--- config.mk ---
export PLATFORM = sky130hd
export DESIGN_NAME = vt52_char_renderer
export DESIGN_NICKNAME = d
export VERILOG_FILES = /design/src/rtl/vt52_char_renderer.sv
export SDC_FILE = /design/constraint.sdc
export NUM_CORES = 1
export LEC_CHECK = 0
export BUFFER_PORTS_ARGS = -buffer_cell sky130_fd_sc_hd__clkbuf_2
export CAP_MARGIN = 15
export CELL_PAD_IN_SITES_DETAIL_PLACEMENT = 1
export CELL_PAD_IN_SITES_GLOBAL_PLACEMENT = 1
export CORE_ASPECT_RATIO = 0.5
export CORE_MARGIN = 5
export CORE_UTILIZATION = 39
export DETAILED_ROUTE_END_ITERATION = 10
export GPL_TIMING_DRIVEN = 1
export PLACE_DENSITY = 0.79
export SLEW_MARGIN = 20
export SYNTH_ARGS = -nofsm -noshare
export SYNTH_HDL_FRONTEND = slang
export SYNTH_SLANG_ARGS = --single-unit
--- constraint.sdc ---
create_clock -name px_clk -period 1.8 [get_ports px_clk]
set_input_delay 0.36 -clock px_clk [delete_from_list [all_inputs] [get_ports px_clk]]
set_output_delay 0.36 -clock px_clk [all_outputs]
set_load 0.01 [all_outputs]
--- src/rtl/vt52_char_renderer.sv ---
// Text-mode pixel renderer for the 64x16 character display: a five-stage pipeline from
// the sync generator counters through character RAM and font ROM to 1-bit video.
module vt52_char_renderer #(
    parameter int   HSTART    = 112,
    parameter int   VSTART    = 145,
    parameter int   LATENCY   = 5,
    parameter logic HSYNC_ON  = 1'b0,
    parameter logic VSYNC_ON  = 1'b0,
    parameter int   BLINK_BIT = 4
) (
    input  logic        px_clk,
    input  logic        clr_n,
    input  logic [10:0] hc,
    input  logic [10:0] vc,
    input  logic        hblank,
    input  logic        vblank,
    input  logic        hsync,
    input  logic        vsync,
    output logic [9:0]  char_addr,
    input  logic [7:0]  char_data,
    output logic [10:0] font_addr,
    input  logic [7:0]  font_data,
    input  logic [5:0]  cursor_x,
    input  logic [3:0]  cursor_y,
    input  logic        cursor_en,
    output logic        video,
    output logic        hsync_o,
    output logic        vsync_o,
    output logic        blank_o
);

    logic [8:0] xOff_d;
    logic [7:0] yOff_d;
    logic [5:0] col_d;
    logic [2:0] px_d;
    logic [3:0] row_d;
    logic [3:0] line_d;
    logic       visible_d;
    logic       hit_d;

    logic [3:0][2:0]       pxDly_q;
    logic [1:0][3:0]       lineDly_q;
    logic [1:0]            hitDly_q;
    logic                  inv_q;
    logic                  invDly_q;
    logic [LATENCY-1:0]    blankDly_q;
    logic [LATENCY-1:0]    hsyncDly_q;
    logic [LATENCY-1:0]    vsyncDly_q;
    logic [4:0]            blink_q;
    logic                  vsyncPrev_q;

    // Only the low offset bits matter inside the visible window, so truncate early.
    assign xOff_d    = 9'(hc - 11'(HSTART));
    assign yOff_d    = 8'(vc - 11'(VSTART));
    assign col_d     = xOff_d[8:3];
    assign px_d      = xOff_d[2:0];
    assign row_d     = yOff_d[7:4];
    assign line_d    = yOff_d[3:0];
    assign visible_d = ~(hblank | vblank);
    assign hit_d     = cursor_en & (col_d == cursor_x) & (row_d == cursor_y);

    assign blank_o = blankDly_q[LATENCY-1];
    assign hsync_o = hsyncDly_q[LATENCY-1];
    assign vsync_o = vsyncDly_q[LATENCY-1];

    // Pixel pipeline: each pixel carries its own px/line/cursor/blank bits down the line.
    always_ff @(posedge px_clk or negedge clr_n) begin
        if (!clr_n) begin
            char_addr  <= '0;
            font_addr  <= '0;
            video      <= 1'b0;
            pxDly_q    <= '0;
            lineDly_q  <= '0;
            hitDly_q   <= '0;
            inv_q      <= 1'b0;
            invDly_q   <= 1'b0;
            blankDly_q <= '1;
            hsyncDly_q <= {LATENCY{~HSYNC_ON}};
            vsyncDly_q <= {LATENCY{~VSYNC_ON}};
        end else begin
            if (visible_d) begin
                char_addr <= {row_d, col_d};
            end
            pxDly_q    <= {pxDly_q[2:0], px_d};
            lineDly_q  <= {lineDly_q[0], line_d};
            hitDly_q   <= {hitDly_q[0], hit_d};
            blankDly_q <= {blankDly_q[LATENCY-2:0], ~visible_d};
            hsyncDly_q <= {hsyncDly_q[LATENCY-2:0], hsync};
            vsyncDly_q <= {vsyncDly_q[LATENCY-2:0], vsync};

            font_addr  <= {char_data[6:0], lineDly_q[1]};
            inv_q      <= char_data[7] ^ (hitDly_q[1] & blink_q[BLINK_BIT]);
            invDly_q   <= inv_q;

            video      <= (font_data[3'd7 - pxDly_q[3]] ^ invDly_q) & ~blankDly_q[LATENCY-2];
        end
    end

    // Frame counter for the cursor blink, advanced on each vsync assertion.
    always_ff @(posedge px_clk or negedge clr_n) begin
        if (!clr_n) begin
            blink_q     <= '0;
            vsyncPrev_q <= VSYNC_ON;
        end else begin
            vsyncPrev_q <= vsync;
            if ((vsync == VSYNC_ON) && (vsyncPrev_q != VSYNC_ON)) begin
                blink_q <= blink_q + 5'd1;
            end
        end
    end

endmodule

# Word-level counts from Yosys, hierarchy flattened
# Cells that the tools add are included.
# Widths: inputs -> output; s select.
[classes]
shifts = 0
n_reduce_logical = 1
order_cmp = 1
n_div = 0
add_sub_neg = 4
eq_ne = 2
multipliers = 0
muxes = 2
bitwise_logic = 9
[op_table]
columns = ["op", "n"]
rows = [
  ["$sub 9x7->9 const B", 1],
  ["$sub 8x8->8 const B", 1],
  ["$eq 6x6->1", 1],
  ["$add 5x1->5 const B", 1],
  ["$and 1x1->1", 4],
  ["$eq 4x4->1", 1],
  ["$lt 3x4->1 const B", 1],
  ["$bmux 1 s3", 1],
  ["$sub 3x3->3 const A", 1],
  ["$not 1->1", 2],
  ["$xor 1x1->1", 2],
  ["$logic_and 1x1->1", 1],
  ["$mux 1", 1],
  ["$or 1x1->1", 1],
]
[word_totals]
mem_bits_rw = 0
latchBits = 0
output_inout_bits = 25
romBits = 0
wordCells = 36
n_memories = 0
ff_bits = 67

# Depth between registers and ports, before layout
# Gate-level depths: netlist of the first run.
[depth]
word_depth = 5
ltp_mapped = 7

# Worst setup path before layout of the first run
# Ideal clock, no wire load.
[synth_timing]
path_type = "input port to flip-flop"
startpoint = "input vc[0]"
endpoint = "register hitDly_q[0]"
stages = 7
arrival_ps = 1669
slack_ps = 19
path_cell_list = "inv_1 ha_1 or3b_4 xnor2_1 nor4_1 nand4_1 a2111oi_2"
[synth_between]
elab_chain_cells = 3
[synth_lines]
columns = ["item", "line", "source"]
rows = [
  ["start: declaration", "14", "input logic [10:0] vc,"],
  ["$sub 8x8->8", "54", "assign yOff_d = 8'(vc - 11'(VSTART));"],
  ["$eq 4x4->1", "60", "assign hit_d = cursor_en & (col_d == cursor_x) & (row_d == cursor_y);"],
  ["$and 1x1->1", "60", ""],
  ["net hit_d", "39", "logic hit_d;"],
  ["end signal: assignment", "86", "hitDly_q <= {hitDly_q[0], hit_d};"],
  ["end: declaration", "43", "logic [1:0] hitDly_q;"],
]
# The timed path passes the listed nets, and every way through them passes these cells.
# A chain may end at the register's enable or synchronous reset.

# Final worst setup path of the first run
# Same ends and word-level chain as after synthesis.

==> results.txt, run 1 <==
----------------------------------------------------
[Routing]
  Total number of vias ... between 1,000 and 1,500
  Post-detailed-routing wire length ... around 5.4 mm
  Antenna-violating nets left ... 0
  DR vias/cell ... roughly 4.6
  DRC errors left ... 0
  Drt initial violations ... 54
  Per-cell routed wire length ... 16.7 um
  DRT Pass-1 Iters ... 4

[Floorplanning]
  Die W ... 119 um
  Placeable core area ... around 5600 um^2
  Starting density of the core ... just over 40%
  Total Die Area ... 7640 um^2
  Site Rows ... 19
  IO Pins ... 80
  Die Y-Extent ... ~64 um

[Synth]
  Fraction of the mapped netlist area in compound gates ... 3.37%
  Area fraction in and, or, nand and nor cells after synthesis ... 7.49%
  Post-synthesis async set-or-reset flop share ... 100%
  Total standard cell area after synthesis ... ~2300 um^2
  Sequential fraction of the synthesis area ... 73.6%
  Adder-Cell Fraction of Synth Area ... about 1.6%
  Library cells used by synthesis ... 27
  Post-Synthesis Mean Instance Area ... approximately 15 um^2
  Instance count of the mapped netlist ... 152
  Largest family of logic cells by synthesized area ... XOR/XNOR gates
  Xor and xnor fraction of the mapped netlist area ... between 10% and 20%
  Net count of the mapped netlist ... 210
  EDFF count, synth ... 0
  Share of synthesized area spent on multiplexers ... 2.88%
  Count of state elements after synthesis ... 67
  Count of warnings emitted by yosys ... 0
  Dominant register cell in the synthesized netlist ... sky130_fd_sc_hd__dfrtp_1

[Final layout]
  Final standard cell area without fillers ... between 3000 and 4000 um^2
  Area growth from synthesis to layout ... 39.2%
  Most used cells in the layout excluding fill and tap cells ... sky130_fd_sc_hd__clkbuf_2 (71), sky130_fd_sc_hd__dfrtp_1 (52), sky130_fd_sc_hd__nand2_1 (23), sky130_fd_sc_hd__xnor2_1 (16), sky130_fd_sc_hd__dfstp_2 (15)
  Util after Layout ... 57.2%
  Final std cells w/o fill ... about 320
  Fraction of layout instances using a drive strength above 1 ... 51.6%
  Most common cell after layout, fill and taps aside ... sky130_fd_sc_hd__clkbuf_2
  Nets ... around 300
  ANT cells ... 0

[Global route]
  Global Route Usage Sum ... around 15%
  Wire length of the first global-routing pass ... approximately 8.6 mm
  Largest net degree at the start of global routing ... 68
  Total overflow reported by the global router ... 0
  Vias in the first global route ... approximately 1,700
  Antenna violations before repair ... 0

[Placed design]
  Count of buffers inserted at the top-level ports ... 74
  Placed instance area ... 2830 um^2
  Routability cong. ... between 0.6 and 0.7
  Cell Count Post-Placement ... between 300 and 400
  Post-DP HPWL ... ~3.8 mm

[STA]
  Transition time at the pin with the least slew margin ... roughly 0.48 ns
  Final min period ... about 1.7 ns
  Worst slew margin relative to its limit ... roughly two thirds
  Number of max-slew violations in the final report ... 0
  Hold Vio Cnt, Final ... 0
  Skew final ... about 0.0038 ns
  Final total negative setup slack ... 0 ns
  Final Setup Violations ... 0
  Smallest hold slack ... between 0.04 and 0.05 ns
  Unrepaired setup endpoints after global routing ... yes
  Final worst-path cycle share ... roughly 96%
  Maximum clock rate ... roughly 580 MHz

[Clock tree]
  Total CTS buffers ... 9
  CTS max path bufs ... 2
  Clock-pin slew reported for the worst setup and hold paths after clock tree synthesis ... ~0.05 ns
  Total clock sinks ... 67
  Clock insertion delay at the later pin of the skew report ... approximately 0.32 ns
  CTS H-Tree Depth ... 3
  CTS tree ... yes
  Root buf cell ... sky130_fd_sc_hd__clkbuf_16

[Worst setup path]
  Crit path max fanout ... 3
  Startpoint types ... primary input
  Start-to-end type of the worst setup path ... primary input to register
  Arrival @ worst endpoint ... between 1.5 and 2 ns
  Required time of the critical path ... ~2 ns
  Worst setup EP type ... register

[Pwr]
  Sw power ... between 800 and 900 uW
  P_leak ... between 0.0015 and 0.002 uW
  Share of power burned in registers ... approximately 46%
  Worst vdd ir ... ~0.54 mV
  Pwr/cell area ... around 1200 nW/um^2
  Switching share of total power ... 22.8%
  Clock power share ... about 43%
  Internal power consumption ... roughly 3000 uW
  Proportion of power drawn by combinational gates ... a little under an eighth

[Outcome]
  Result of the run ... finished, final reports clean

[Job]
  Reported max-cap violation count ... 0

[Min path]
  Classification of the worst-slack hold path ... primary input to asynchronous set/reset pin

----------------------------------------------------
## cell type report
type / count / area, um^2
Clock buffer: 14 / 294
Clock inverter: 1 / 5.00
Fill cell: 571 / 2400
Inverter: 4 / 20.0
Multi-Input combinational cell: 80 / 624
Sequential cell: 67 / 1700
Tap cell: 73 / 91.3
Timing Repair Buffer: 84 / 478
## per-stage QoR
| stage | worst slack [ns] | power, uW |
|---|---|---|
| floorplan | 0.0191 | 1980 |
| global placement | -0.166 | 2180 |
| detailed placement | -0.322 | 2230 |
| CTS | 0.0124 | 3920 |
| global route | -0.0477 | 4080 |
| finish | 0.0764 | 3890 |
## Yosys cell counts (all sizes together) (2+ instances only)
| cell | number | area share [%] |
|---|---|---|
| nand4 | 4 | 1.1 |
| or3b | 2 | 0.87 |
| xor2 | 9 | 3.4 |
| mux4 | 2 | 2.0 |
| dfrtp | 52 | 56 |
| dfstp | 15 | 17 |
| nand2 | 23 | 3.7 |
| xnor2 | 18 | 6.8 |
| a21oi | 2 | 0.92 |
| ha | 3 | 1.6 |
| nor2 | 3 | 0.49 |
| inv | 4 | 0.65 |
| o21ai | 5 | 1.1 |
## timing repair
item | 4_1_cts | 5_1_grt
hold endpoints to repair | 0 | 0
resized for setup | 0 | 15
buffers inserted | 0 | 3
hold buffers | 0 | 0
setup endpoints to repair | 0 | 1
## logic make-up (layout without fill, tap and decap cells)
logic type,count (synthesis),in the layout
DFF,67,67
AOI/OAI and AO/OA,9,9
muxes,4,4
buffers and inverters,5,103
and+or+nand+nor,37,37
adders and majority gates,3,3
xor gates and xnor gates,27,27
## registers in the layout, indices dropped and copies added (netlist names)
signal	count
pxDly_q	12
font_addr	11
char_addr	10
lineDly_q	8
blankDly_q	5
blink_q	5
hsyncDly_q	5
vsyncDly_q	5
hitDly_q	2
invDly_q	1
inv_q	1
video	1
vsyncPrev_q	1
## power by group through the flow
stage	registers, uW	logic, uW	clock network (uW)
2_1_floorplan	1800	182	0
3_3_place_gp	1780	398	0
3_5_place_dp	1800	432	0
4_1_cts	1780	439	1700
5_1_grt	1790	504	1780
6_report	1770	452	1670
## critical path, cell delays in order
cell                        delay (ns)
sky130_fd_sc_hd__buf_8            0.10
sky130_fd_sc_hd__inv_4            0.05
sky130_fd_sc_hd__ha_4             0.12
sky130_fd_sc_hd__or3b_4           0.40
sky130_fd_sc_hd__xnor2_2          0.16
sky130_fd_sc_hd__nor4_2           0.23
sky130_fd_sc_hd__nand4_1          0.14
sky130_fd_sc_hd__a2111oi_2        0.36
## path summary, 6_finish.rpt
| path | cells after the start | end | slack (ns) | startpoint |
|---|---|---|---|---|
| worst max-delay path | 8 | hitDly_q[0] | 0.08 | vc[0] |
| worst min-delay path | 2 | blink_q[1] | 0.04 | clr_n |
| worst max register to register | 4 | video | 0.39 | pxDly_q[10] |
| worst min register to register | 0 | lineDly_q[7] | 0.35 | lineDly_q[3] |
| max in group asynchronous | 2 | blankDly_q[0] | 1.43 | clr_n |
| min in group px_clk | 1 | hsyncDly_q[0] | 0.13 | hsync |
## routing by layer
metal / global-route usage (%) / share of wire [%] / up-vias
met5: 0 / 0 / -
met4: 5.48 / 0.96 / 0
met3: 6.17 / 5.6 / 4
met2: 29.2 / 59 / 43
met1: 13.8 / 34 / 747
li1: - / - / 684
Power figures use the tool's default switching activity.
==> inputs of run 2 (changes only) <==
Settings changed: CORE_UTILIZATION 39 to 31, PLACE_DENSITY 0.79 to 0.66.
==> run 2 against run 1 <==
Clock skew is 0.0013 ns higher. Register-to-register slack about the same. Cell count is 7.1% higher. Core utilization fell by 13 points. Largest cell class unchanged. Highest routed layer unchanged.
==> results.txt, run 2 (synthesized netlist as in run 1, its figures left out) <==
----------------------------------------------------
[Worst setup path]
  Crit path max fanout ... 3 (unchanged)
  Startpoint types ... primary input
  Start-to-end type of the worst setup path ... primary input to register
  Kind of cell adding the most delay to the critical path ... simple AND/OR/NAND/NOR gates
  Number of cells on the worst reg-to-reg path ... 4 (unchanged)
  Cells along the critical path ... clkbuf_2, inv_1, ha_1, or3b_4, xnor2_1, nor4_1, nand4_1, a2111oi_2
  Worst path slowest cell ... sky130_fd_sc_hd__or3b_4
  Worst reg2reg path endpoint ... video
  Arrival @ worst endpoint ... 1.88 ns (-0.05 ns)
  Required time of the critical path ... 2.01 ns (about the same)
  Count of buffer and inverter cells on the critical path ... 2 (unchanged)
  Internal reg-to-reg setup slack ... 0.39 ns (about the same)
  Crit-path max cell delay ... 0.42 ns (+0.02 ns)
  Worst setup EP type ... register
  Launch point of the worst reg-to-reg path ... pxDly_q[10]

[Clock tree]
  Clock-pin slew reported for the worst setup and hold paths after clock tree synthesis ... 0.05 ns (about the same)
  Root buf cell ... sky130_fd_sc_hd__clkbuf_16
  Post_cts resized ... 0 (unchanged)
  Total CTS buffers ... 9 (unchanged)
  CTS max path bufs ... 2 (unchanged)
  CTS H-Tree Depth ... 3 (unchanged)
  Post-CTS Setup Inserts ... 0 (unchanged)
  CTS tree ... yes
  Total clock sinks ... 67 (unchanged)
  Clock insertion delay at the later pin of the skew report ... 0.32 ns (about the same)
  # hold bufs at CTS ... 0 (unchanged)

[Floorplanning]
  Die W ... 132 um (+11%)
  Total Die Area ... 9360 um^2 (+23%)
  Site Rows ... 22 (+3)
  Starting density of the core ... 31.7% (-9.4 points)
  IO Pins ... 80 (unchanged)
  Die Y-Extent ... 71.0 um (+10%)
  Placeable core area ... 7270 um^2 (+30%)

[Global route]
  Vias in the first global route ... 1,664 (-4.6%)
  Wire length of the first global-routing pass ... 8.21 mm (-4.6%)
  Global Route Usage Sum ... 11.2% (-3.6 points)
  Largest net degree at the start of global routing ... 68 (unchanged)
  Total overflow reported by the global router ... 0 (unchanged)
  Antenna violations before repair ... 0 (unchanged)

[Final layout]
  Most common cell after layout, fill and taps aside ... sky130_fd_sc_hd__clkbuf_2
  Nets ... 303 (-0.33%)
  Final std cells w/o fill ... 346 (+7.1%)
  Final standard cell area without fillers ... 3200 um^2 (-0.31%)
  Largest registers ... pxDly_q (12), font_addr (11), char_addr (10)
  Filler instances ... 783 (+37%)
  Area growth from synthesis to layout ... 38.8%
  Largest Register ... pxDly_q
  Sequential cell area ... 1700 um^2 (unchanged)
  Area of the multi-input gates ... 591 um^2 (-5.4%)
  Number of flip-flops in the largest register ... 12 (unchanged)
  ANT cells ... 0 (unchanged)
  Most used cells in the layout excluding fill and tap cells ... sky130_fd_sc_hd__clkbuf_2 (73), sky130_fd_sc_hd__dfrtp_1 (52), sky130_fd_sc_hd__nand2_1 (23), sky130_fd_sc_hd__xnor2_1 (18), sky130_fd_sc_hd__dfstp_2 (15)
  Fraction of layout instances using a drive strength above 1 ... 49.2% (-2.4 points)

[Placed design]
  Worst-case setup slack after placement ... -0.238 ns (+0.0833 ns)
  Routability cong. ... 0.697 (-0.33%)
  Post-DP HPWL ... 3.68 mm (-3.8%)
  Cell Count Post-Placement ... 330 (+8.2%)
  Count of buffers inserted at the top-level ports ... 74 (unchanged)
  Placed instance area ... 2870 um^2 (+1.5%)

[Pwr]
  Switching share of total power ... 23.0% (+0.19 points)
  Proportion of power drawn by combinational gates ... 10.4% (-1.2 points)
  Worst vdd ir ... 0.552 mV (+1.9%)
  P_leak ... 0.00153 uW (-1.2%)
  Sw power ... 925 uW (+4.4%)
  Internal power consumption ... 3100 uW (+3.3%)
  Clock power share ... 45.9% (+3.1 points)
  Power after layout ... 4030 uW (+3.5%)
  Share of power burned in registers ... 43.7% (-1.9 points)
  Pwr/cell area ... 1260 nW/um^2 (+3.8%)

[Job]
  Reported max-cap violation count ... 0 (unchanged)

[STA]
  Final Setup Violations ... 0 (unchanged)
  Transition time at the pin with the least slew margin ... 0.384 ns (-0.101 ns)
  Unrepaired setup endpoints after global routing ... no
  Final worst-path setup slack ... 0.132 ns (+0.0560 ns)
  Number of max-slew violations in the final report ... 0 (unchanged)
  Skew final ... 0.00507 ns (+0.00129 ns)
  Final min period ... 1.67 ns (-0.0560 ns)
  Worst slew margin relative to its limit ... 74.4% (+6.8 points)
  Final total negative setup slack ... 0 ns (unchanged)
  Maximum clock rate ... 600 MHz (+3.4%)
  Final worst-path cycle share ... 92.6% (-3.1 points)
  Hold Vio Cnt, Final ... 0 (unchanged)

[Outcome]
  Result of the run ... finished, final reports clean

[Routing]
  Post-detailed-routing wire length ... 4.80 mm (-11%)
  DRC errors left ... 0 (unchanged)
  Total number of vias ... 1,446 (-2.2%)
  Per-cell routed wire length ... 13.9 um (-17%)
  DR vias/cell ... 4.18 (-8.7%)
  Drt initial violations ... 55 (+1.9%)
  Antenna-violating nets left ... 0 (unchanged)
  DRT Pass-1 Iters ... 4 (unchanged)

[Min path]
  Classification of the worst-slack hold path ... primary input to asynchronous set/reset pin

----------------------------------------------------
run 2: worst register-to-register path: stages, from the launching register on:
cell and delay (ns):
sky130_fd_sc_hd__dfrtp_1 0.39, sky130_fd_sc_hd__mux4_2 0.51, sky130_fd_sc_hd__mux2i_1 0.19, sky130_fd_sc_hd__xor2_1 0.16
sky130_fd_sc_hd__nor2_1 0.05
run 2: metal layers:
metal  global-route usage, %  wire length, um  up-vias
met2                    19.8             2670       35
met5                       0                0        -
met1                    11.8             1800      718
met4                    4.79               70        0
li1                        -                -      689
met3                    4.90              264        4
run 2: how the worst max path moves through the flow:
stage	cells past startpoint	endpoint	from	slack [ns]
finish	8	hitDly_q[0]	vc[0]	0.13
detailed placement	8	hitDly_q[0]	vc[0]	-0.24
CTS	8	hitDly_q[0]	vc[0]	0.1
global placement	8	hitDly_q[0]	vc[0]	-0.16
global route	8	hitDly_q[0]	vc[0]	0.01
floorplan	7	hitDly_q[0]	vc[0]	0.02
run 2: through the flow:
stage          util [%]  hold slack [ns]
4_1_cts            44.0           0.0631
3_3_place_gp       39.5            0.335
6_report           44.0           0.0512
2_1_floorplan         -           0.0644
5_1_grt            44.0           0.0754
3_5_place_dp       39.5            0.336
run 2: power by group through the flow:
| stage | logic (uW) | registers (uW) | clock network (uW) |
|---|---|---|---|
| 6_report | 418 | 1760 | 1850 |
| 2_1_floorplan | 182 | 1800 | 0 |
| 5_1_grt | 471 | 1780 | 1980 |
| 3_3_place_gp | 407 | 1780 | 0 |
| 4_1_cts | 433 | 1760 | 1900 |
| 3_5_place_dp | 432 | 1790 | 0 |
run 2: layout make-up:
cell class	instances	share of cell area [%]
inverter	4	0.469
timing repair buffer	83	14.1
multi-input combinational	80	18.5
tap	96	3.76
clock inverter	7	3.17
clock buffer	9	7.04
sequential	67	53.0
==> inputs of run 3 (changes only) <==
Settings changed: CORE_MARGIN 5 to 8.
==> run 3 against run 2 <==
Wire length is 2.0% higher. First-iteration DRC count rose by 60%. Sequential share of layout area stayed put. Clock-buffer cell count did not move. Critical path type unchanged. Critical endpoint unchanged. Largest cell class unchanged. Highest routed layer unchanged.
==> results.txt, run 3 (synthesized netlist as in run 1, its figures left out) <==
----------------------------------------------------
[Outcome]
  Result of the run ... finished, final reports clean

[Pwr]
  P_leak ... 0.00153 uW (unchanged)
  Internal power consumption ... 3100 uW (about the same)
  Power after layout ... 4040 uW (+0.16%)
  Proportion of power drawn by combinational gates ... 10.4% (about the same)
  Switching share of total power ... 23.1% (+0.12 points)
  Worst vdd ir ... 0.485 mV (-12%)
  Sw power ... 931 uW (+0.66%)
  Share of power burned in registers ... 43.7% (about the same)
  Pwr/cell area ... 1260 nW/um^2 (+0.16%)
  Clock power share ... 46.0% (about the same)

[Clock tree]
  CTS max path bufs ... 2 (unchanged)
  Post-CTS Setup Inserts ... 0 (unchanged)
  Clock-pin slew reported for the worst setup and hold paths after clock tree synthesis ... 0.06 ns (about the same)
  Clock insertion delay at the later pin of the skew report ... 0.32 ns (about the same)
  CTS tree ... yes
  Post_cts resized ... 0 (unchanged)
  Root buf cell ... sky130_fd_sc_hd__clkbuf_16
  CTS H-Tree Depth ... 3 (unchanged)
  Total clock sinks ... 67 (unchanged)
  Total CTS buffers ... 9 (unchanged)
  # hold bufs at CTS ... 0 (unchanged)

[Routing]
  Antenna-violating nets left ... 0 (unchanged)
  Post-detailed-routing wire length ... 4.90 mm (+2.0%)
  DRT Pass-1 Iters ... 2 (-2)
  Drt initial violations ... 88 (+60%)
  Per-cell routed wire length ... 14.2 um (+2.0%)
  DR vias/cell ... 4.14 (-0.83%)
  Total number of vias ... 1,434 (-0.83%)
  DRC errors left ... 0 (unchanged)

[STA]
  Maximum clock rate ... 616 MHz (+2.8%)
  Final min period ... 1.62 ns (-0.0454 ns)
  Transition time at the pin with the least slew margin ... 0.390 ns (+0.00640 ns)
  Smallest hold slack ... 0.0531 ns (+0.00193 ns)
  Unrepaired setup endpoints after global routing ... no
  Hold Vio Cnt, Final ... 0 (unchanged)
  Number of max-slew violations in the final report ... 0 (unchanged)
  Worst slew margin relative to its limit ... 73.9% (-0.43 points)
  Final worst-path setup slack ... 0.178 ns (+0.0454 ns)
  Final Setup Violations ... 0 (unchanged)
  Skew final ... 0.00312 ns (-0.00195 ns)
  Final worst-path cycle share ... 90.1% (-2.5 points)

[Final layout]
  Area growth from synthesis to layout ... 38.8% (unchanged)
  Number of flip-flops in the largest register ... 12 (unchanged)
  Most common cell after layout, fill and taps aside ... sky130_fd_sc_hd__clkbuf_2
  Fraction of layout instances using a drive strength above 1 ... 49.2% (unchanged)
  Nets ... 303 (unchanged)
  Final standard cell area without fillers ... 3200 um^2 (unchanged)
  Most used cells in the layout excluding fill and tap cells ... sky130_fd_sc_hd__clkbuf_2 (73), sky130_fd_sc_hd__dfrtp_1 (52), sky130_fd_sc_hd__nand2_1 (23), sky130_fd_sc_hd__xnor2_1 (18), sky130_fd_sc_hd__dfstp_2 (15)
  Sequential cell area ... 1700 um^2 (unchanged)
  Filler instances ... 792 (+1.1%)
  Largest Register ... pxDly_q
  ANT cells ... 0 (unchanged)
  Area of the multi-input gates ... 591 um^2 (unchanged)
  Largest registers ... pxDly_q (12), font_addr (11), char_addr (10)
  Util after Layout ... 44.0% (unchanged)

[Global route]
  Vias in the first global route ... 1,618 (-2.8%)
  Largest net degree at the start of global routing ... 68 (unchanged)
  Antenna violations before repair ... 0 (unchanged)
  Wire length of the first global-routing pass ... 8.20 mm (-0.17%)
  Global Route Usage Sum ... 10.1% (-1.1 points)
  Total overflow reported by the global router ... 0 (unchanged)

[Worst setup path]
  Startpoint types ... primary input
  Required time of the critical path ... 2.01 ns (about the same)
  Worst path slowest cell ... sky130_fd_sc_hd__or3b_4
  Number of cells on the worst reg-to-reg path ... 4 (unchanged)
  Kind of cell adding the most delay to the critical path ... simple AND/OR/NAND/NOR gates
  Worst setup EP type ... register
  Arrival @ worst endpoint ... 1.84 ns (-0.04 ns)
  Count of buffer and inverter cells on the critical path ... 2 (unchanged)
  Crit-path max cell delay ... 0.42 ns (about the same)
  CP Depth ... 8 (unchanged)
  Cells along the critical path ... clkbuf_2, inv_1, ha_1, or3b_4, xnor2_1, nor4_1, nand4_1, a2111oi_2
  Start-to-end type of the worst setup path ... primary input to register
  Crit path max fanout ... 3 (unchanged)

[Floorplanning]
  Starting density of the core ... 31.7% (unchanged)
  IO Pins ... 80 (unchanged)
  Placeable core area ... 7270 um^2 (unchanged)
  Site Rows ... 22 (unchanged)
  Die Y-Extent ... 77.0 um (+8.5%)
  Die W ... 138 um (+4.5%)
  Total Die Area ... 10,600 um^2 (+13%)

[Placed design]
  Placed instance area ... 2870 um^2 (unchanged)
  Count of buffers inserted at the top-level ports ... 74 (unchanged)
  Routability cong. ... 0.699 (+0.33%)
  Worst-case setup slack after placement ... -0.197 ns (+0.0417 ns)
  Post-DP HPWL ... 3.76 mm (+2.1%)

[Job]
  Reported max-cap violation count ... 0 (unchanged)

[Min path]
  Classification of the worst-slack hold path ... primary input to asynchronous set/reset pin

----------------------------------------------------
==> run 3: power by group through the flow <==
stage                     clock [uW]  sequential (uW)  combinational, uW
after floorplan                    0             1800                182
after global placement             0             1780                410
after detailed placement           0             1790                434
after CTS                       1900             1770                435
after global routing            1970             1780                473
final                           1850             1760                418
==> run 3: per-stage QoR <==
step / setup TNS, ns / instances
final: 0 / 346
after floorplan: 0 / 152
after detailed placement: -0.197 / 330
after global placement: -0.159 / 330
after global routing: 0 / 346
after CTS: 0 / 346
==> run 3: worst paths after layout <==
path	from	end	slack [ns]
worst max register to register	pxDly_q[10]	video	0.38
worst max-delay path	vc[0]	hitDly_q[0]	0.18
max in group asynchronous	clr_n	vsyncDly_q[4]	1.43
worst min register to register	lineDly_q[5]	font_addr[1]	0.35
min in group px_clk	hsync	hsyncDly_q[0]	0.12
worst min-delay path	clr_n	char_addr[2]	0.05
==> run 3: layout make-up <==
type,count,area share (%)
timing repair buffer,83,14.1
sequential,67,53.0
tap,96,3.76
clock buffer,9,7.04
multi-input combinational,80,18.5
clock inverter,7,3.17
inverter,4,0.469
==> run 3: routing by layer <==
metal  track usage (%)  vias up  wire length (um)
met3              3.77        8               344
li1                  -      685                 -
met2              16.9       36              2620
met1              10.7      705              1820
met4              5.75        0               110
met5                 0        -                 0
